File: src/rtl/demux_1to2_stream_pkg.sv
// demux_pkg: shared types and constants for the 1-to-2 stream demultiplexer.
//   slot_state_t        : per-output slot occupancy (EMPTY / FULL)
//   DEMUX_WIDTH_DEFAULT : default data word width
//   DEMUX_CNT_W         : width of the optional per-port fire counters
// Optional feature macro: DEMUX_1TO2_STREAM_CNT_EN (adds fire counters).
package demux_pkg;

    typedef enum logic {
        EMPTY = 1'b0,
        FULL  = 1'b1
    } slot_state_t;

    localparam int DEMUX_WIDTH_DEFAULT = 8;
    localparam int DEMUX_CNT_W         = 8;

endpackage

File: src/rtl/demux_1to2_stream_if.sv
// demux_1to2_stream_if: bundles the input stream and both output streams.
//   in_val/in_rdy/in_sel/in_data    : input stream with route-select bit
//   out0_val/out0_rdy/out0_data     : port 0 (display path)
//   out1_val/out1_rdy/out1_data     : port 1 (accumulator write-back path)
//   out0_cnt/out1_cnt               : fire counters, only with DEMUX_1TO2_STREAM_CNT_EN
// Modports:
//   slave  : the demux itself
//   master : the surrounding producer/consumers
import demux_pkg::*;

interface demux_1to2_stream_if #(
    parameter int WIDTH = DEMUX_WIDTH_DEFAULT
);
    logic             in_val;
    logic             in_rdy;
    logic             in_sel;
    logic [WIDTH-1:0] in_data;
    logic             out0_val;
    logic             out0_rdy;
    logic [WIDTH-1:0] out0_data;
    logic             out1_val;
    logic             out1_rdy;
    logic [WIDTH-1:0] out1_data;
`ifdef DEMUX_1TO2_STREAM_CNT_EN
    logic [DEMUX_CNT_W-1:0] out0_cnt;
    logic [DEMUX_CNT_W-1:0] out1_cnt;
`endif

    modport slave (
        input  in_val, in_sel, in_data, out0_rdy, out1_rdy,
        output in_rdy, out0_val, out0_data, out1_val, out1_data
`ifdef DEMUX_1TO2_STREAM_CNT_EN
        , output out0_cnt, out1_cnt
`endif
    );

    modport master (
        output in_val, in_sel, in_data, out0_rdy, out1_rdy,
        input  in_rdy, out0_val, out0_data, out1_val, out1_data
`ifdef DEMUX_1TO2_STREAM_CNT_EN
        , input out0_cnt, out1_cnt
`endif
    );

endinterface

File: src/rtl/demux_1to2_stream_out_slot.sv
// demux_out_slot: one-entry output buffer with valid/ready handshake.
//   clk, rst_n : clock, synchronous active-low reset
//   wr_en      : write a new word this edge (already qualified by wr_ok)
//   wr_data    : word to write
//   val        : slot holds a word
//   rdy        : consumer ready
//   data       : buffered word (holds last loaded value when empty)
//   wr_ok      : slot can take a word this edge (empty, or draining now)
//   cnt        : output fire counter, only with DEMUX_1TO2_STREAM_CNT_EN
//
// state | meaning
// EMPTY | no word buffered, val=0
// FULL  | word buffered in data_q, val=1
import demux_pkg::*;

module demux_out_slot #(
    parameter int WIDTH = DEMUX_WIDTH_DEFAULT
) (
    input  logic             clk,
    input  logic             rst_n,
    input  logic             wr_en,
    input  logic [WIDTH-1:0] wr_data,
    output logic             val,
    input  logic             rdy,
    output logic [WIDTH-1:0] data,
    output logic             wr_ok
`ifdef DEMUX_1TO2_STREAM_CNT_EN
    ,
    output logic [DEMUX_CNT_W-1:0] cnt
`endif
);

    slot_state_t      state_q, state_d;
    logic [WIDTH-1:0] data_q, data_d;
    logic             fire;

    assign val   = (state_q == FULL);
    assign data  = data_q;
    assign fire  = val & rdy;
    // A full slot that drains this edge can be refilled in the same edge.
    assign wr_ok = (state_q == EMPTY) | rdy;

    always_ff @(posedge clk) begin
        if (!rst_n) begin
            state_q <= EMPTY;
            data_q  <= '0;
        end else begin
            state_q <= state_d;
            data_q  <= data_d;
        end
    end

    always_comb begin
        state_d = state_q;
        data_d  = data_q;
        if (wr_en) begin
            state_d = FULL;
            data_d  = wr_data;
        end else if (fire) begin
            state_d = EMPTY;
        end
    end

`ifdef DEMUX_1TO2_STREAM_CNT_EN
    logic [DEMUX_CNT_W-1:0] cnt_q;

    always_ff @(posedge clk) begin
        if (!rst_n) begin
            cnt_q <= '0;
        end else if (fire) begin
            cnt_q <= cnt_q + DEMUX_CNT_W'(1);
        end
    end

    assign cnt = cnt_q;
`endif

endmodule

File: src/rtl/demux_1to2_stream.sv
// demux_1to2_stream: registered 1-to-2 stream demultiplexer.
//   clk   : rising-edge clock
//   rst_n : synchronous active-low reset
//   bus   : demux_1to2_stream_if slave modport (input stream, two output streams)
// Each output has its own one-entry slot, so a stall on one destination never
// blocks traffic for the other. in_rdy depends combinationally on in_sel and
// the selected port's rdy.
// Optional feature macro: DEMUX_1TO2_STREAM_CNT_EN (per-port fire counters).
import demux_pkg::*;

module demux_1to2_stream #(
    parameter int WIDTH = DEMUX_WIDTH_DEFAULT
) (
    input  logic                  clk,
    input  logic                  rst_n,
    demux_1to2_stream_if.slave    bus
);

    logic wr_ok0, wr_ok1;
    logic wr_en0, wr_en1;

    assign bus.in_rdy = bus.in_sel ? wr_ok1 : wr_ok0;
    assign wr_en0     = bus.in_val & ~bus.in_sel & wr_ok0;
    assign wr_en1     = bus.in_val &  bus.in_sel & wr_ok1;

    demux_out_slot #(.WIDTH(WIDTH)) u_slot0 (
        .clk     (clk),
        .rst_n   (rst_n),
        .wr_en   (wr_en0),
        .wr_data (bus.in_data),
        .val     (bus.out0_val),
        .rdy     (bus.out0_rdy),
        .data    (bus.out0_data),
        .wr_ok   (wr_ok0)
`ifdef DEMUX_1TO2_STREAM_CNT_EN
        ,
        .cnt     (bus.out0_cnt)
`endif
    );

    demux_out_slot #(.WIDTH(WIDTH)) u_slot1 (
        .clk     (clk),
        .rst_n   (rst_n),
        .wr_en   (wr_en1),
        .wr_data (bus.in_data),
        .val     (bus.out1_val),
        .rdy     (bus.out1_rdy),
        .data    (bus.out1_data),
        .wr_ok   (wr_ok1)
`ifdef DEMUX_1TO2_STREAM_CNT_EN
        ,
        .cnt     (bus.out1_cnt)
`endif
    );

endmodule

File: src/flat_wrapper.sv
// flat-port wrapper written by rule: the top's interface ports become plain ports
module demux_1to2_stream_flat 
#(
    parameter int WIDTH = DEMUX_WIDTH_DEFAULT
)
  (clk, rst_n, bus_in_val, bus_in_sel, bus_in_data, bus_out0_rdy, bus_out1_rdy, bus_in_rdy, bus_out0_val, bus_out0_data, bus_out1_val, bus_out1_data);
  demux_1to2_stream_if #(.WIDTH(WIDTH)) bus_i ();
  input  logic clk;
  input  logic rst_n;
  input wire logic [$bits(bus_i.in_val)-1:0] bus_in_val;
  input wire logic [$bits(bus_i.in_sel)-1:0] bus_in_sel;
  input wire logic [$bits(bus_i.in_data)-1:0] bus_in_data;
  input wire logic [$bits(bus_i.out0_rdy)-1:0] bus_out0_rdy;
  input wire logic [$bits(bus_i.out1_rdy)-1:0] bus_out1_rdy;
  output wire logic [$bits(bus_i.in_rdy)-1:0] bus_in_rdy;
  output wire logic [$bits(bus_i.out0_val)-1:0] bus_out0_val;
  output wire logic [$bits(bus_i.out0_data)-1:0] bus_out0_data;
  output wire logic [$bits(bus_i.out1_val)-1:0] bus_out1_val;
  output wire logic [$bits(bus_i.out1_data)-1:0] bus_out1_data;
  assign bus_i.in_val = bus_in_val;
  assign bus_i.in_sel = bus_in_sel;
  assign bus_i.in_data = bus_in_data;
  assign bus_i.out0_rdy = bus_out0_rdy;
  assign bus_i.out1_rdy = bus_out1_rdy;
  assign bus_in_rdy = bus_i.in_rdy;
  assign bus_out0_val = bus_i.out0_val;
  assign bus_out0_data = bus_i.out0_data;
  assign bus_out1_val = bus_i.out1_val;
  assign bus_out1_data = bus_i.out1_data;
  demux_1to2_stream #(.WIDTH(WIDTH)) u_core (.clk(clk), .rst_n(rst_n), .bus(bus_i));
endmodule
File: config.mk
export PLATFORM = sky130hd
export DESIGN_NAME = demux_1to2_stream_flat
export DESIGN_NICKNAME = d
export VERILOG_FILES = /design/src/rtl/demux_1to2_stream_pkg.sv /design/src/rtl/demux_1to2_stream_if.sv /design/src/rtl/demux_1to2_stream_out_slot.sv /design/src/rtl/demux_1to2_stream.sv /design/src/flat_wrapper.sv
export SDC_FILE = /design/constraint.sdc
export NUM_CORES = 1
export LEC_CHECK = 0
export CORE_MARGIN = 3
export CORE_UTILIZATION = 36
export CTS_CLUSTER_DIAMETER = 120
export DETAILED_ROUTE_END_ITERATION = 8
export PLACE_DENSITY_LB_ADDON = 0.08
export SLEW_MARGIN = 5
export SYNTH_ARGS = -nofsm -noshare
export SYNTH_HDL_FRONTEND = slang
export SYNTH_SLANG_ARGS = --single-unit
File: constraint.sdc
create_clock -name clk -period 1 [get_ports clk]
set_input_delay 0.2 -clock clk [delete_from_list [all_inputs] [get_ports clk]]
set_output_delay 0.2 -clock clk [all_outputs]
set_load 0.02 [all_outputs]
; Word-level counts from Yosys, hierarchy flattened
; Index checks and enable logic that the tools add are counted.
; Widths: inputs -> output; s select.
[op_classes]
addsub = 0
multipliers = 0
div = 0
order_cmp = 0
eq_ne = 0
shift = 0
n_mux = 5
n_bitwise = 11
reduce_logical = 2
[op_table]
columns = cell, count
row1 = $and 1x1->1, 6
row2 = $mux 1, 5
row3 = $reduce_bool 2->1, 2
row4 = $not 1->1, 3
row5 = $or 1x1->1, 2
[word_totals]
regBits = 18
latchBits = 0
ram_bits = 0
mem_bits_ro = 0
input_bits = 14
out_inout_bits = 19
wordCells = 22
memories = 0

; Depth between registers and ports, before layout
; Gate-level depths: netlist of the first run.
[logic_depth]
word_depth = 4
depth_mapped = 4
depth_no_buf = 3

; Cells and area by module
; A second synthesis of the first run with hierarchy kept.
[unflattened]
cells_unflattened = 61
hier_area_um2 = 710.7
[by_module_without_submodules]
columns = module, instances, cells_each, area_per_inst_um2, seq_area_each_um2
row1 = demux_out_slot, 2, 29, 339.1, 180.2
row2 = demux_1to2_stream, 1, 3, 32.5, 0.0

; Worst setup path after synthesis of the first run
; Ideal clock, no wire load.
[synth_timing]
path_kind = register to output
startpoint = register u_core.u_slot1.state_q, in the netlist u_core.u_slot1.val
endpoint = output bus_in_rdy
arrival_time_ns = 0.998
required_time_ns = 0.800
path_slack_ns = -0.198
stages_incl_launch_ff = 3
path_buffers = 0
cell_sequence = dfxtp_1 -> and2b_1 -> a21oi_1
[synth_via]
elab_chain_len = 3
[synth_lines]
columns = item, line_no
row1 = start: declaration, demux_1to2_stream_out_slot.sv:33  ; slot_state_t state_q, state_d;
row2 = start signal: assignment, demux_1to2_stream_out_slot.sv:48  ; state_q <= state_d;
row3 = $not 1->1, demux_1to2_stream_out_slot.sv:41  ; assign wr_ok = (state_q == EMPTY) | rdy;
row4 = $or 1x1->1, demux_1to2_stream_out_slot.sv:41
row5 = $mux 1, demux_1to2_stream.sv:22  ; assign bus.in_rdy = bus.in_sel ? wr_ok1 : wr_ok0;
row6 = end: declaration, flat_wrapper.sv:15  ; output wire logic [$bits(bus_i.in_rdy)-1:0] bus_in_rdy;
; Every way passes these cells.

; Worst setup path after layout of the first run
[layout_timing]
startpoint = register u_core.u_slot0.state_q, in the netlist u_core.u_slot0.val
endpoint = output bus_in_rdy
[layout_via]
elab_chain_len = 3
[layout_lines]
columns = item, line_no
row1 = start: declaration, demux_1to2_stream_out_slot.sv:33
row2 = start signal: assignment, demux_1to2_stream_out_slot.sv:48
row3 = $not 1->1, demux_1to2_stream_out_slot.sv:41
row4 = $or 1x1->1, demux_1to2_stream_out_slot.sv:41
row5 = $mux 1, demux_1to2_stream.sv:22
; Every way passes these cells.

==> impl_summary.log, run 1 <==
INFO  metric run_status = finished, violations left
INFO  metric violations = negative setup slack
INFO  metric gr-usage-met2 = between 20% and 30%
INFO  metric routability_congestion_estimate = between 0.6 and 0.7
INFO  metric core_area = 1821 um^2
INFO  metric maxCapViolCount = 0
INFO  metric seq_power_share = about half
INFO  metric compound_gate_fraction_of_synth_area = approximately 2.4%
INFO  metric dr_total_vias = slightly above 600
INFO  metric post_synthesis_net_count = 87
INFO  metric area.growth.synth_to_final = 62.33%
INFO  metric netSwitchingFraction = 25.03%
INFO  metric timing_worst_setup_path_type = reg2out
INFO  metric synth_top_family_by_area = simple AND/OR/NAND/NOR gates
INFO  metric place.detailed.hpwl = around 1.1 mm
INFO  metric timing.max_slew.rel_slack = a little under nine tenths
INFO  metric num-nets-final = 128
INFO  metric critical_path.slowest_cell = sky130_fd_sc_hd__dfxtp_4
INFO  metric wire_per_inst = approximately 11 um
INFO  metric most-common-layout-cells = sky130_fd_sc_hd__nand2_1, sky130_fd_sc_hd__buf_4, sky130_fd_sc_hd__mux2i_1
INFO  metric power_total = 1.535 mW
INFO  metric cell_pwr_density = roughly 1300 nW/um^2
INFO  metric synthDistinctLibCells = 13
INFO  metric share_of_cells_above_drive_strength_1 = between 40% and 50%
INFO  metric grt_antenna_before_repair = 0
INFO  metric internal_power = between 1 and 1.5 mW
INFO  metric worst_ep_required_time = 800 ps
INFO  metric min_delay_worst_type = reg2reg
INFO  metric worst_setup_path_start_kind = register
INFO  metric post_synth_xor_area_fraction = 0%
INFO  metric drt-total-wl = about 1.5 mm
INFO  metric placementRows = 15
INFO  metric ys_ff_latch = 18
INFO  metric use_met1 = between 10 and 15%
INFO  metric pin_count_of_the_biggest_net_entering_global_routing = 27
INFO  metric drc_errors = 0
INFO  metric yosys.area_share.simple = about 23%
INFO  metric combinationalPowerShare = 20.4%
INFO  metric finalHoldViolations = 0
INFO  metric syn_inst = 73
INFO  metric layout_commonest_cell = sky130_fd_sc_hd__nand2_1
INFO  metric power.static_leakage = approximately 0.56 nW
INFO  metric antenna_violating_nets_post_route = 0
INFO  metric setup-violations-final = 18
INFO  metric die_w = 51.05 um
INFO  metric cts_inserted_buffers = 3
INFO  metric timing_worst_slew_pin_value = ~210 ps
INFO  metric port_buffers = 32
INFO  metric yosysTopAreaCellShare = between 40% and 50%
INFO  metric path_cells = or2b_1 > nor2_2 > a21oi_4 > buf_6
INFO  metric insertedDiodeCount = 0
INFO  metric fillerInstances = between 150 and 200
INFO  metric synth-seq-area-share = 49.32%
INFO  metric clock.fmax = 0.7298 GHz
INFO  metric viasPerCell = 4.413
INFO  metric hold_ws = 460.6 ps
INFO  metric setup.worst_path.end_class = output pin
INFO  metric crit_path_max_incr_delay = 350 ps
INFO  metric clk_pin_slew = ~110 ps
INFO  metric post_synth_main_area_contributors = sky130_fd_sc_hd__dfxtp_1, sky130_fd_sc_hd__mux2i_1, sky130_fd_sc_hd__nand2_1, sky130_fd_sc_hd__nand2b_4, sky130_fd_sc_hd__nor2_8
INFO  metric cp.arrival = roughly 1200 ps
INFO  metric timing_max_transition_violations_final = 0
INFO  metric switching_power = around 0.38 mW
INFO  metric gr-total-overflow = 0
INFO  metric synth_area_leader = sky130_fd_sc_hd__dfxtp_1
INFO  metric cts_max_path_buffers = 2
INFO  metric htree_levels = 1
INFO  metric globalRouteMet3Util = ~2.6%
INFO  metric die_height = approximately 50 um
INFO  metric setup_slack = -370.2 ps
INFO  metric global_route_hottest_layer = met2
INFO  metric tritoncts = yes
INFO  metric firstDrtPassIters = 4
INFO  metric grt_pass1_wl = between 2 and 3 mm
INFO  metric grt_pass1_vias = between 500 and 600
INFO  metric cts_num_sinks = 18
INFO  metric syn_area_per_cell = 10.01 um^2
INFO  metric synth-adder-area-share = 0%
INFO  metric die_area = 2606 um^2
INFO  metric drt_iter0_markers = 5
INFO  metric netlist_area = 730.7 um^2
INFO  metric clk-insertion-delay-late = ~290 ps
INFO  metric clock_tree.root_cell = sky130_fd_sc_hd__clkbuf_4
INFO  metric period_needed = 1370 ps
INFO  metric ys.warnings.count = 0
INFO  metric synth_mux_area_share = roughly 22%
INFO  metric floorplan.io_pins = 33
INFO  metric clock-skew-final = a little over 7 ps
INFO  metric final.period_utilization = 137.0%
INFO  metric crit_fanout = 2
INFO  metric power.share.clock = 28.8%
INFO  metric tns = -2859 ps
INFO  metric grt_usage = approximately 13%
INFO  metric floorplan.initialDensity = approximately two fifths
INFO  metric irDropWorstVdd = between 900 and 1000 uV
INFO  metric grt_setup_unrepaired = yes
power groups by stage:
stage / Clock (mW) / Combinational [mW] / Sequential (mW)
6_report: 0.443 / 0.314 / 0.779
4_1_cts: 0.465 / 0.297 / 0.771
3_3_place_gp: 0 / 0.317 / 0.787
3_5_place_dp: 0 / 0.321 / 0.787
2_1_floorplan: 0 / 0.109 / 0.834
5_1_grt: 0.492 / 0.337 / 0.785
cells in the mapped netlist:
master	number
sky130_fd_sc_hd__nand2_1	25
sky130_fd_sc_hd__buf_2	3
sky130_fd_sc_hd__nor2_1	1
sky130_fd_sc_hd__a21boi_0	1
sky130_fd_sc_hd__a21oi_1	2
sky130_fd_sc_hd__nand2b_4	2
sky130_fd_sc_hd__nor2b_1	1
sky130_fd_sc_hd__and2b_1	1
sky130_fd_sc_hd__nor2_8	1
sky130_fd_sc_hd__buf_6	1
sky130_fd_sc_hd__mux2i_1	16
sky130_fd_sc_hd__dfxtp_1	18
sky130_fd_sc_hd__or2b_1	1
final timing paths:
kind	end	cells after the start	slack, ps	from
max	bus_in_rdy	4	-370	u_core.u_slot0.val$_SDFFE_PN0P_
min reg2reg	u_core.u_slot1.data[3]$_SDFFE_PN0P_	2	460	u_core.u_slot1.data[3]$_SDFFE_PN0P_
min	u_core.u_slot1.data[3]$_SDFFE_PN0P_	2	460	u_core.u_slot1.data[3]$_SDFFE_PN0P_
max reg2reg	u_core.u_slot1.data[2]$_SDFFE_PN0P_	4	-160	u_core.u_slot1.val$_SDFFE_PN0P_
sequential cells by signal (all words and copies together) (netlist names):
| name | count |
|---|---|
| u_core.u_slot0.data | 8 |
| u_core.u_slot0.val | 1 |
| u_core.u_slot1.data | 8 |
| u_core.u_slot1.val | 1 |
logic make-up after synthesis:
kind of cell,Yosys count
multiplexers,16
AND/OR/NAND/NOR,32
AO/OA/AOI/OAI,3
flip-flops,18
buffers and inverters,4
critical path, delay by kind of cell (launching register included):
kind            cells  cell delay [ps]
buf+inv             1              120
compound gates      1               40
simple gates        2              370
flops               1              350
per-layer routing:
layer  vias up  part of all wire [%]
li1        316                     -
met5         -                     0
met2        17                    51
met4         0                  0.98
met3         2                   5.7
met1       274                    42
stage by stage:
stage	setup WS (ps)	cells	utilization, %	cell area [um^2]
2_1_floorplan	-79.07	73	-	748.2
3_3_place_gp	-821.9	133	62.54	1139
3_5_place_dp	-843.4	133	62.54	1139
4_1_cts	-409.4	137	61.44	1119
5_1_grt	-429.7	138	65.15	1186
6_report	-370.2	138	65.15	1186
repair_timing:
action | 4_1_cts | 5_1_grt
hold buffers | 0 | 0
pin swaps | 2 | 2
setup endpoints to repair | 36 | 36
setup buffers | 0 | 1
gates resized for setup | 89 | 29
hold endpoints to repair | 0 | 0
area by class of cell:
| class | instances | area [um^2] | share of cell area [%] |
|---|---|---|---|
| sequential | 18 | 382.9 | 32.28 |
| timing repair buffer | 40 | 374.1 | 31.54 |
| multi-input combinational | 51 | 361.6 | 30.49 |
| clock buffer | 4 | 36.28 | 3.059 |
| tap | 25 | 31.28 | 2.637 |
Power figures use the tool's default switching activity.
==> run 2: changes to the inputs <==
HOLD_SLACK_MARGIN = 0.1   (was not set)
TNS_END_PERCENT = 30   (was not set)
==> run 2 against run 1 <==
The flow still finishes with violations (negative setup slack); combinational power rose by 4%; clock-buffer cell count did not move; sequential share of layout area fell by 0.88 points; hold slack got worse by 22 ps; clock power fell by 0.9%; first-iteration DRC count fell by 40%; power rose by 0.95%; worst setup slack got worse by 18 ps; largest cell class is now non-clock buffers; largest power group unchanged.
==> impl_summary.log, run 2 (synthesis results as in run 1) <==
INFO  metric most-common-layout-cells = sky130_fd_sc_hd__nand2_1, sky130_fd_sc_hd__dfxtp_2, sky130_fd_sc_hd__mux2i_1
INFO  metric placedInstanceArea = 1130 um^2 (-0.77%)
INFO  metric viasPerCell = 4.536 (+2.8%)
INFO  metric timing_max_transition_violations_final = 0 (unchanged)
INFO  metric tns = -4022 ps (-1163 ps)
INFO  metric clk-insertion-delay-late = 290 ps (about the same)
INFO  metric finalHoldViolations = 0 (unchanged)
INFO  metric clock-skew-final = 3.928 ps (-3.343 ps)
INFO  metric maxCapViolCount = 0 (unchanged)
INFO  metric setup.worst_path.end_class = output pin
INFO  metric pin_count_of_the_biggest_net_entering_global_routing = 27 (unchanged)
INFO  metric placementRows = 15 (unchanged)
INFO  metric layout.cell_area.non_filler = 1227 um^2 (+3.5%)
INFO  metric grt_pass1_vias = 592 (+0.51%)
INFO  metric min_delay_worst_type = in2reg
INFO  metric cell_pwr_density = 1262 nW/um^2 (-2.4%)
INFO  metric core_area = 1821 um^2 (unchanged)
INFO  metric die_w = 51.05 um (unchanged)
INFO  metric cts_inserted_buffers = 3 (unchanged)
INFO  metric run_status = finished, violations left
INFO  metric period_needed = 1388 ps (+17.74 ps)
INFO  metric grt_pass1_wl = 2.649 mm (+4.3%)
INFO  metric timing_worst_setup_path_type = reg2out
INFO  metric die_height = 51.05 um (unchanged)
INFO  metric timing.reg2reg.setup_slack = -290 ps (-130 ps)
INFO  metric startpoint_of_the_lowest_slack_register_to_register_path = u_core.u_slot0.val$_SDFFE_PN0P_
INFO  metric drc_errors = 0 (unchanged)
INFO  metric drt_iter0_markers = 3 (-2)
INFO  metric min_delay_worst_endpoint = u_core.u_slot1.val$_SDFFE_PN0P_
INFO  metric final.period_utilization = 138.8% (+1.8 points)
INFO  metric cp.arrival = 1190 ps (+20 ps)
INFO  metric power.static_leakage = 0.5720 nW (+3.1%)
INFO  metric post_cts_hold_buffer_count = 0 (unchanged)
INFO  metric setup-violations-final = 20 (+2)
INFO  metric worst_ep_required_time = 800 ps (about the same)
INFO  metric crit_fanout = 2 (unchanged)
INFO  metric drt-total-wl = 1.613 mm (+5.9%)
INFO  metric min-delay-start = bus_in_sel
INFO  metric routability_congestion_estimate = 0.6918 (+9.0%)
INFO  metric firstDrtPassIters = 3 (-1)
INFO  metric worst_setup_path_start_kind = register
INFO  metric htree_levels = 1 (unchanged)
INFO  metric tritoncts = yes
INFO  metric irDropWorstVdd = 882.3 uV (-4.7%)
INFO  metric timing_worst_slew_pin_value = 212.4 ps (+3.485 ps)
INFO  metric clk_pin_slew = 100 ps (about the same)
INFO  metric area.growth.synth_to_final = 67.98%
INFO  metric path_cells = or2b_4 > nor2_4 > a21oi_4 > buf_6
INFO  metric timing.max_slew.rel_slack = 85.84% (-0.23 points)
INFO  metric share_of_cells_above_drive_strength_1 = 49.56% (+2.7 points)
INFO  metric grt_usage = 13.76% (+0.81 points)
INFO  metric num-nets-final = 128 (unchanged)
INFO  metric setup_slack = -387.9 ps (-17.74 ps)
INFO  metric insertedDiodeCount = 0 (unchanged)
INFO  metric gr-total-overflow = 0 (unchanged)
INFO  metric die_area = 2606 um^2 (unchanged)
INFO  metric cts_max_path_buffers = 2 (unchanged)
INFO  metric critical_path.slowest_cell = sky130_fd_sc_hd__dfxtp_4
INFO  metric grt_setup_unrepaired = yes
INFO  metric r2r-end = u_core.u_slot0.data[6]$_SDFFE_PN0P_
INFO  metric antenna_violating_nets_post_route = 0 (unchanged)
INFO  metric worstHoldPathCells = 4 (+2)
INFO  metric fillerInstances = 169 (+2.4%)
INFO  metric clock_tree.root_cell = sky130_fd_sc_hd__clkbuf_4
INFO  metric dr_total_vias = 626 (+2.8%)
INFO  metric grt_antenna_before_repair = 0 (unchanged)
INFO  metric place.detailed.hpwl = 1.109 mm (-0.76%)
INFO  metric clock.fmax = 0.7205 GHz (-1.3%)
INFO  metric wire_per_inst = 11.69 um (+5.9%)
INFO  metric port_buffers = 32 (unchanged)
INFO  metric violations = negative setup slack
INFO  metric crit_path_max_incr_delay = 350 ps (about the same)
INFO  metric floorplan.io_pins = 33 (unchanged)
INFO  metric cts_num_sinks = 18 (unchanged)
INFO  metric layout_commonest_cell = sky130_fd_sc_hd__nand2_1
INFO  metric r2r_cells = 5 (+1)
INFO  metric floorplan.initialDensity = 40.14% (unchanged)
[run 2: changes by cell type in the layout (fill, tap and decap cells not counted), sizes merged]
| cell | delta |
|---|---|
| dlymetal6s2s | +1 |
| dlygate4sd2 | -1 |
[run 2: per-layer routing]
| metal | vias to the layer above | GRT usage, % | routed length (um) |
|---|---|---|---|
| li1 | 319 | - | - |
| met1 | 283 | 15.70 | 654 |
| met2 | 20 | 22.75 | 810 |
| met3 | 4 | 4.665 | 118 |
| met4 | 0 | 6.726 | 30 |
| met5 | - | 0 | 0 |
[run 2: report_power, final]
part | switching [mW] | internal, mW | total, mW
clock network | 0.217 | 0.222 | 0.439
logic | 0.147 | 0.181 | 0.328
registers | 0.0228 | 0.760 | 0.783
[run 2: through the flow]
stage / util, % / cells / total power, mW / setup WS [ps] / hold WS (ps)
after floorplan: - / 73 / 0.9420 / -79.07 / 348.5
after global placement: 62.06 / 132 / 1.100 / -814.6 / 442.3
after detailed placement: 62.06 / 132 / 1.105 / -819.5 / 450.8
after CTS: 61.58 / 136 / 1.532 / -426.8 / 466.6
after global routing: 67.42 / 138 / 1.638 / -449.7 / 472.4
final: 67.42 / 138 / 1.550 / -387.9 / 438.5
[run 2: area by class of cell]
type / instances / area [um^2] / share of cell area (%)
sequential: 18 / 385.4 / 31.40
tap: 25 / 31.28 / 2.548
multi-input combinational: 51 / 370.4 / 30.17
timing repair buffer: 40 / 404.1 / 32.93
clock buffer: 4 / 36.28 / 2.956
[run 2: worst max path at each step]
stage | slack, ps | end | start | cells after the start
global placement | -810 | bus_in_rdy | bus_out1_rdy | 4
detailed placement | -820 | bus_in_rdy | bus_out1_rdy | 4
global route | -450 | bus_in_rdy | u_core.u_slot0.val$_SDFFE_PN0P_ | 4
floorplan | -80 | bus_in_rdy | u_core.u_slot0.val$_SDFFE_PN0P_ | 3
finish | -390 | bus_in_rdy | u_core.u_slot0.val$_SDFFE_PN0P_ | 4
CTS | -430 | bus_in_rdy | u_core.u_slot0.val$_SDFFE_PN0P_ | 4
[run 2: critical path: cells and delay by family, from the launching register on]
kind	cells	cell delay (ps)
compound gates	1	40
flops	1	350
simple gates	2	390
buf+inv	1	120
[run 2: what timing repair did]
item | CTS | global route
setup buffers | 0 | 3
resized for setup | 92 | 38
pin swaps | 2 | 1
setup endpoints to repair | 36 | 37
